$ cat config.mk
export PLATFORM = sky130hd
export DESIGN_NAME = busca_instrucao
export DESIGN_NICKNAME = d
export VERILOG_FILES = /design/src/rtl/busca_instrucao.sv
export SDC_FILE = /design/constraint.sdc
export NUM_CORES = 1
export LEC_CHECK = 0
export BUFFER_PORTS_ARGS = -buffer_cell sky130_fd_sc_hd__buf_2
export CAP_MARGIN = 20
export CORE_ASPECT_RATIO = 2
export CORE_UTILIZATION = 50
export CTS_CLUSTER_DIAMETER = 120
export CTS_CLUSTER_SIZE = 25
export DETAILED_ROUTE_END_ITERATION = 10
export PLACE_DENSITY = 0.8
export SLEW_MARGIN = 20
export SYNTH_ARGS = -nofsm -noshare
export SYNTH_HDL_FRONTEND = slang
export SYNTH_SLANG_ARGS = --single-unit
$ cat constraint.sdc
create_clock -name clk -period 6.4 [get_ports clk]
set_input_delay 0.64 -clock clk [delete_from_list [all_inputs] [get_ports clk]]
set_output_delay 0.64 -clock clk [all_outputs]
set_load 0.02 [all_outputs]
$ cat src/rtl/busca_instrucao.sv
// Instruction fetch: PC register + 2-entry {pc, instr} buffer toward decode; fetched entry visible one edge later.
// Backpressure: out_valid/out_ready handshake; full buffer without dequeue stalls pc; redirect flushes and overrides all.
module busca_instrucao #(
  parameter int              BITS     = 32,
  parameter logic [BITS-1:0] RESET_PC = '0
) (
  input  logic            clk,
  input  logic            reset_n,
  output logic [4:0]      imem_endr,
  input  logic [BITS-1:0] imem_dout,
  input  logic            redirect_valid,
  input  logic [BITS-1:0] redirect_pc,
  output logic            out_valid,
  input  logic            out_ready,
  output logic [BITS-1:0] out_instr,
  output logic [BITS-1:0] out_pc,
  output logic            desalinhado
);

  typedef enum logic {
    BUSCA  = 1'b0,
    PARADO = 1'b1
  } estado_t;

  estado_t         estado;
  estado_t         estado_prox;
  logic [BITS-1:0] pc;
  logic [BITS-1:0] pc_prox;
  logic            desal_prox;
  logic [BITS-1:0] fila_pc    [2];
  logic [BITS-1:0] fila_instr [2];
  logic [1:0]      count;
  logic            enq;
  logic            deq;
  logic            slot_enq;

  assign imem_endr = pc[6:2];
  assign out_valid = (count != 2'd0);
  assign out_pc    = out_valid ? fila_pc[0]    : '0;
  assign out_instr = out_valid ? fila_instr[0] : '0;

  always_ff @(posedge clk or negedge reset_n) begin
    if (!reset_n) begin
      estado <= BUSCA;
    end else begin
      estado <= estado_prox;
    end
  end

  // Redirect wins over everything: the in-flight fetch and the head are both dropped.
  always_comb begin
    estado_prox = estado;
    pc_prox     = pc;
    desal_prox  = desalinhado;
    enq         = 1'b0;
    deq         = 1'b0;
    if (redirect_valid) begin
      pc_prox = redirect_pc;
      if (redirect_pc[1:0] == 2'b00) begin
        estado_prox = BUSCA;
        desal_prox  = 1'b0;
      end else begin
        estado_prox = PARADO;
        desal_prox  = 1'b1;
      end
    end else begin
      deq = out_valid && out_ready;
      if (estado == BUSCA && (count != 2'd2 || deq)) begin
        enq     = 1'b1;
        pc_prox = pc + BITS'(4);
      end
    end
  end

  // Slot the new entry lands in, after any same-cycle shift of the head.
  assign slot_enq = (count == 2'd2) || (count == 2'd1 && !deq);

  always_ff @(posedge clk or negedge reset_n) begin
    if (!reset_n) begin
      pc            <= RESET_PC;
      desalinhado   <= 1'b0;
      count         <= 2'd0;
      fila_pc[0]    <= '0;
      fila_pc[1]    <= '0;
      fila_instr[0] <= '0;
      fila_instr[1] <= '0;
    end else begin
      pc          <= pc_prox;
      desalinhado <= desal_prox;
      if (redirect_valid) begin
        count <= 2'd0;
      end else begin
        if (deq) begin
          fila_pc[0]    <= fila_pc[1];
          fila_instr[0] <= fila_instr[1];
        end
        if (enq) begin
          if (slot_enq) begin
            fila_pc[1]    <= pc;
            fila_instr[1] <= imem_dout;
          end else begin
            fila_pc[0]    <= pc;
            fila_instr[0] <= imem_dout;
          end
        end
        count <= count + {1'b0, enq} - {1'b0, deq};
      end
    end
  end

endmodule

==> impl_metrics.ini, run 1 <==
[synthesis]
synth_top_cell_by_area = dfrtp_1
post_synth_main_area_contributors = dfrtp_1 52%, mux2_2 9.3%, mux2i_1 8.4%
synth_sequential_area_ratio_pct = 52.5
synth_nets = 793
synth_warnings = 0
ys_seq_elements = 163
synth_cells = 722
synthesis.area_per_instance_um2 = 10.8
synthDistinctLibCells = 37
synthDominantCellAreaShare_pct = 52.5
syn_area_um2 = 7770

[routing]
routed_wl_um = 16900
routedWlPerCell_um = 16.3
drt.antenna.violating_nets = 0
drt_iter0_drc = 281
route.detailed.vias_per_inst = 5.44
drc = 0
detailedRoute.firstPassIterationCount = 4
dr_total_vias = 5653

[global_route]
grt_max_degree = 86
initial_antenna_violation_count = 1
grt-ovfl-total = 0
globalRouteTotalUtil_pct = 21.8
first_global_vias = 5724
global_route_wire_length_before_repair_um = 27500

[place]
placement.io_buffers = 138
globalplace.congestion = 0.812
placedCellCount = 1007
dp_hpwl_um = 10900

[setup_path]
critical_path_required_ns = 6.67
crit_path_max_incr_delay_ns = 0.77
crit_end = fila_instr[53]
worstPathMaxFanout = 45
beginning_of_the_worst_register_to_register_path = pc[2]
timing.critical_path.cells = buf_2 -> inv_1 -> buf_4 -> nand3_4 -> buf_4 -> mux2i_1 -> a21oi_1
critical_path.slowest_cell = nand3_4
worst-r2r-setup-slack_ns = 3.80
critical_path_class = input port to flip-flop
cp-start-kind = input port
end_kind = flip-flop
critical_path.most_common_cell = buf_4
crit-reg2reg-capture = pc[22]
crit_arrival_ns = 3.03
setup.worst_path.start = redirect_valid
timing.reg2reg.worst_path_depth = 5

[timing]
timing.fmax_ghz = 0.362
worst_slew_margin_rel_pct = 39.4
fin_worst_hold_slack_ns = 0.255
clock_skew_ns = 0.0121
worstMarginPinSlew_ns = 0.909
final-hold-violation-count = 0
finalSetupViolations = 0
tns_ns = 0
final-max-slew-violation-count = 0
final.min_clock_period_ns = 2.76
grt_setup_unrepaired = false
period_share_pct = 43.1

[die]
floorplan.initialDensity_pct = 51.1
floorplan.die.height_um = 178
dieArea_um2 = 16100
floorplan.core_area_um2 = 15200
top_level_ports = 139
floorplan.die.width_um = 90.2
site_rows = 64

[clocking]
clock_latency_ns = 0.43
cts.clk_slew.worst_paths_ns = 0.06
cts.sink_count = 163
number_of_buffers_created_by_cts = 17
clock_tree_from_tritoncts = built
cts_post_setup_buffers_inserted = 0
cts_root_buf = clkbuf_16
ctsResizeCount = 0
h_tree_level_count = 4
cts-root-to-sink-buffers = 2
cts.hold.buffers_added = 0

[finish]
fin_nets = 899
drive_above_1_share_pct = 30.0
syn2layout_area_growth_pct = 17.6
final_util_pct = 60.1
commonest_non_fill_non_tap_cell_in_the_layout = dfrtp_1
layout_common_cells = 163 x dfrtp_1, 137 x buf_2, 87 x nor2_1, 65 x mux2i_1, 65 x a21oi_1
final-instance-count-excl-fill = 1039

[run]
max_cap_viols = 0

[worst_hold_path]
hold_wc_path_type = input port to asynchronous set/reset pin

[pwr]
vdd_ir_drop_max_mv = 0.193
fin_total_pwr_uw = 3430
static_leakage_uw = 0.00466
pwr_density_cell_nw_per_um2 = 376

[status]
outcome = complete, no violations
## cells in the mapped netlist
master    number
dfrtp_1      163
nor2_1        87
a21oi_1       65
mux2i_1       65
and2_1        64
mux2_2        64
clkbuf_1      39
nand2_1       21
a31oi_1       19
or4_1         17
o21ai_0       16
o31ai_1       14
buf_2         11
nand3_1       11
xnor2_1       11
nand4_1        8
buf_4          5
inv_1          5
nor3_1         4
or2_2          4
ha_1           3
nor3b_1        3
nor4_1         3
o41ai_1        3
buf_6          2
nor2b_1        2
or3_1          2
or3b_2         2
and3_1         1
and3b_1        1
and4_1         1
clkbuf_2       1
nand3b_4       1
nor4b_1        1
or4_4          1
or4b_2         1
xor2_1         1
## registers in the layout, indices dropped and copies added, names as in the netlist
register and count:
pc 32, desalinhado 1, count 2, fila_instr 64, fila_pc 64
## critical path: cells and delay by family
family	cells	cell delay, ns
simple gates	1	0.77
compound gates	1	0.11
buf+inv	4	1.29
mux	1	0.21
## cell type report
| class | instances | area, µm² |
|---|---|---|
| multi-input cells | 496 | 3440 |
| fillers | 1309 | 6070 |
| repair buffers | 145 | 753 |
| diodes | 1 | 2.50 |
| inverters | 5 | 18.8 |
| clock buffers | 17 | 425 |
| flip-flops and latches | 163 | 4080 |
| clock inverters | 14 | 178 |
| well taps | 198 | 248 |
## power breakdown
part	internal [µW]	switching (µW)
clock	617	428
sequential	1380	201
combinational	399	404
total	2400	1030
## cell families (layout without fill, tap and decap cells)
group	after synthesis	in the layout	share of synthesized area [%]
other	0	1	0
XOR/XNOR	12	12	1.35
multiplexers	129	129	17.6
adder cells (fa/ha/maj)	3	3	0.483
flip-flops	163	163	52.5
buffers and inverters	63	181	3.67
AO/OA/AOI/OAI	117	117	8.43
AND/OR/NAND/NOR	235	235	16.0
## worst min path at each step
stage,start,end,slack (ns)
2_1_floorplan,reset_n,count[0],0.34
3_3_place_gp,fila_pc[24],fila_pc[24],0.46
3_5_place_dp,fila_pc[18],fila_pc[18],0.48
4_1_cts,reset_n,fila_instr[38],0.27
5_1_grt,reset_n,fila_instr[35],0.31
6_report,reset_n,fila_instr[35],0.26
## stage by stage
stage,setup slack (ns),instance area (µm²)
floorplan,3.96,7770
global placement,3.21,8530
detailed placement,3.18,8530
CTS,3.58,9140
global route,3.42,9140
finish,3.64,9140
## metal layers
metal,GRT usage [%],part of all wire (%),up-vias
met4,11.2,3.0,0
met1,24.2,40,2763
met3,3.58,2.7,32
met2,39.6,54,118
li1,-,-,2740
met5,0,0,-
(Power assumes the default switching activity.)
==> inputs of run 2 (changes only) <==
--- a/config.mk
+++ b/config.mk
@@ -12,7 +12,7 @@
 export CTS_CLUSTER_DIAMETER = 120
 export CTS_CLUSTER_SIZE = 25
 export DETAILED_ROUTE_END_ITERATION = 10
-export PLACE_DENSITY = 0.8
+export PLACE_DENSITY = 0.83
 export SLEW_MARGIN = 20
 export SYNTH_ARGS = -nofsm -noshare
 export SYNTH_HDL_FRONTEND = slang
==> constraint.sdc (replaced) <==
create_clock -name clk -period 2.4 [get_ports clk]
set_input_delay 0.24 -clock clk [delete_from_list [all_inputs] [get_ports clk]]
set_output_delay 0.24 -clock clk [all_outputs]
set_load 0.02 [all_outputs]
==> impl_metrics.ini, run 2 (same netlist as run 1, synthesis figures left out) <==
[status]
outcome = complete, no violations

[global_route]
globalRouteTotalUtil_pct = 22.7
grt_max_degree = 75
first_global_vias = 5782
grt-ovfl-total = 0
global_route_wire_length_before_repair_um = 28100
initial_antenna_violation_count = 0

[die]
floorplan.die.width_um = 90.2
top_level_ports = 139
dieArea_um2 = 16100
floorplan.core_area_um2 = 15200
site_rows = 64
floorplan.initialDensity_pct = 51.1
floorplan.die.height_um = 178

[worst_hold_path]
hold_wc_path_type = input port to flip-flop
min_delay_path_depth = 3
hold_path_startpoint = redirect_pc[10]

[place]
placement.io_buffers = 138
globalplace.congestion = 0.833
dp_hpwl_um = 11900
placed_cell_area_um2 = 8730

[pwr]
static_leakage_uw = 0.00475
vdd_ir_drop_max_mv = 0.527
pwr_density_cell_nw_per_um2 = 968

[setup_path]
beginning_of_the_worst_register_to_register_path = pc[3]
critical_path_class = flip-flop to flip-flop
setup.worst_path.start = pc[3]
timing.reg2reg.worst_path_depth = 5
worstPathMaxFanout = 14
cp-start-kind = flip-flop
critical_path.slowest_cell = or4_1
crit_arrival_ns = 2.63
timing.critical_path.cells = ha_1 -> nand4_1 -> or4_1 -> or4_1 -> a31oi_1
end_kind = flip-flop
critical_path.most_common_cell = or4_1
critical_path_required_ns = 2.75
crit_path_max_incr_delay_ns = 0.75

[timing]
fin_worst_hold_slack_ns = 0.0172
grt_setup_unrepaired = false
final-hold-violation-count = 0
worst_slew_margin_rel_pct = 47.7
worstMarginPinSlew_ns = 0.782
timing.fmax_ghz = 0.439
final.min_clock_period_ns = 2.28
period_share_pct = 95.0
finalSetupViolations = 0
tns_ns = 0
final-max-slew-violation-count = 0
clock_skew_ns = 0.0101

[finish]
fin_area_um2 = 9300
count_of_inserted_antenna_diode_cells = 0
filler_cell_count = 1285
largest_registers = fila_instr (64), fila_pc (64), pc (32)
regArea_um2 = 4080
fin_nets = 914
multi_input_area_um2 = 3440
syn2layout_area_growth_pct = 19.6
layout_common_cells = 163 x dfrtp_1, 137 x buf_2, 87 x nor2_1, 65 x mux2i_1, 65 x a21oi_1
commonest_non_fill_non_tap_cell_in_the_layout = dfrtp_1
drive_above_1_share_pct = 31.1

[routing]
drt_iter0_drc = 212
dr_total_vias = 5794
detailedRoute.firstPassIterationCount = 5
drc = 0
routed_wl_um = 17400
drt.antenna.violating_nets = 0
routedWlPerCell_um = 16.5
route.detailed.vias_per_inst = 5.50

[clocking]
ctsResizeCount = 0
h_tree_level_count = 4
clock_tree_from_tritoncts = built
cts_root_buf = clkbuf_16
number_of_buffers_created_by_cts = 17
cts.sink_count = 163
cts.hold.buffers_added = 1
cts_post_setup_buffers_inserted = 0
clock_latency_ns = 0.43
cts-root-to-sink-buffers = 2
cts.clk_slew.worst_paths_ns = 0.07

[run]
max_cap_viols = 0
run 2: cell count changes in the layout (fill, tap and decap cells not counted):
cell	change
clkinvlp_4	-2
clkinv_4	+3
diode_2	-1
clkbuf_1	+1
bufinv_16	-2
dlygate4sd3_1	+1
inv_6	-1
buf_12	+7
clkinv_2	+2
buf_4	+8
buf_6	-1
run 2: area by class of cell:
type / instances / share of cell area [%]
clock buffers: 18 / 4.62
repair buffers: 160 / 10.2
inverters: 5 / 0.202
flip-flops and latches: 163 / 43.9
multi-input cells: 496 / 37.0
clock inverters: 14 / 1.40
well taps: 198 / 2.67
run 2: path summary, 6_finish.rpt:
kind / to / slack [ns]
max in group asynchronous: fila_pc[8] / 1.43
min reg2reg: fila_instr[12] / 0.50
min in group asynchronous: fila_instr[40] / 0.31
max reg2reg: pc[22] / 0.12
max: pc[22] / 0.12
min: pc[10] / 0.02
run 2: report_power, final:
group          internal (µW)  switching (µW)
Clock                   1440            1140
Combinational           1100            1120
Sequential              3690             508
Total                   6230            2770
run 2: critical path, delay by kind of cell (launching register included):
kind	cells	cell delay (ns)
AOI/OAI and AO/OA	1	0.17
DFF	1	0.36
adders and majority gates	1	0.24
and+or+nand+nor	3	1.43
run 2: layer usage:
layer	vias up	routed length [µm]	part of all wire, %	track usage (%)
li1	2776	-	-	-
met5	-	0	0	0
met3	49	655	3.8	4.13
met4	0	763	4.4	13.8
met1	2795	6510	37	24.8
met2	174	9480	54	40.6
run 2: stage by stage:
stage	util [%]	total power [µW]	worst slack, ns	std cells
final	61.1	9000	0.121	1054
after CTS	61.1	9090	0.156	1054
after detailed placement	57.4	6490	0.171	1021
after global routing	61.1	9520	0.00477	1054
after floorplan	-	5730	0.224	722
after global placement	57.4	6360	0.206	1021
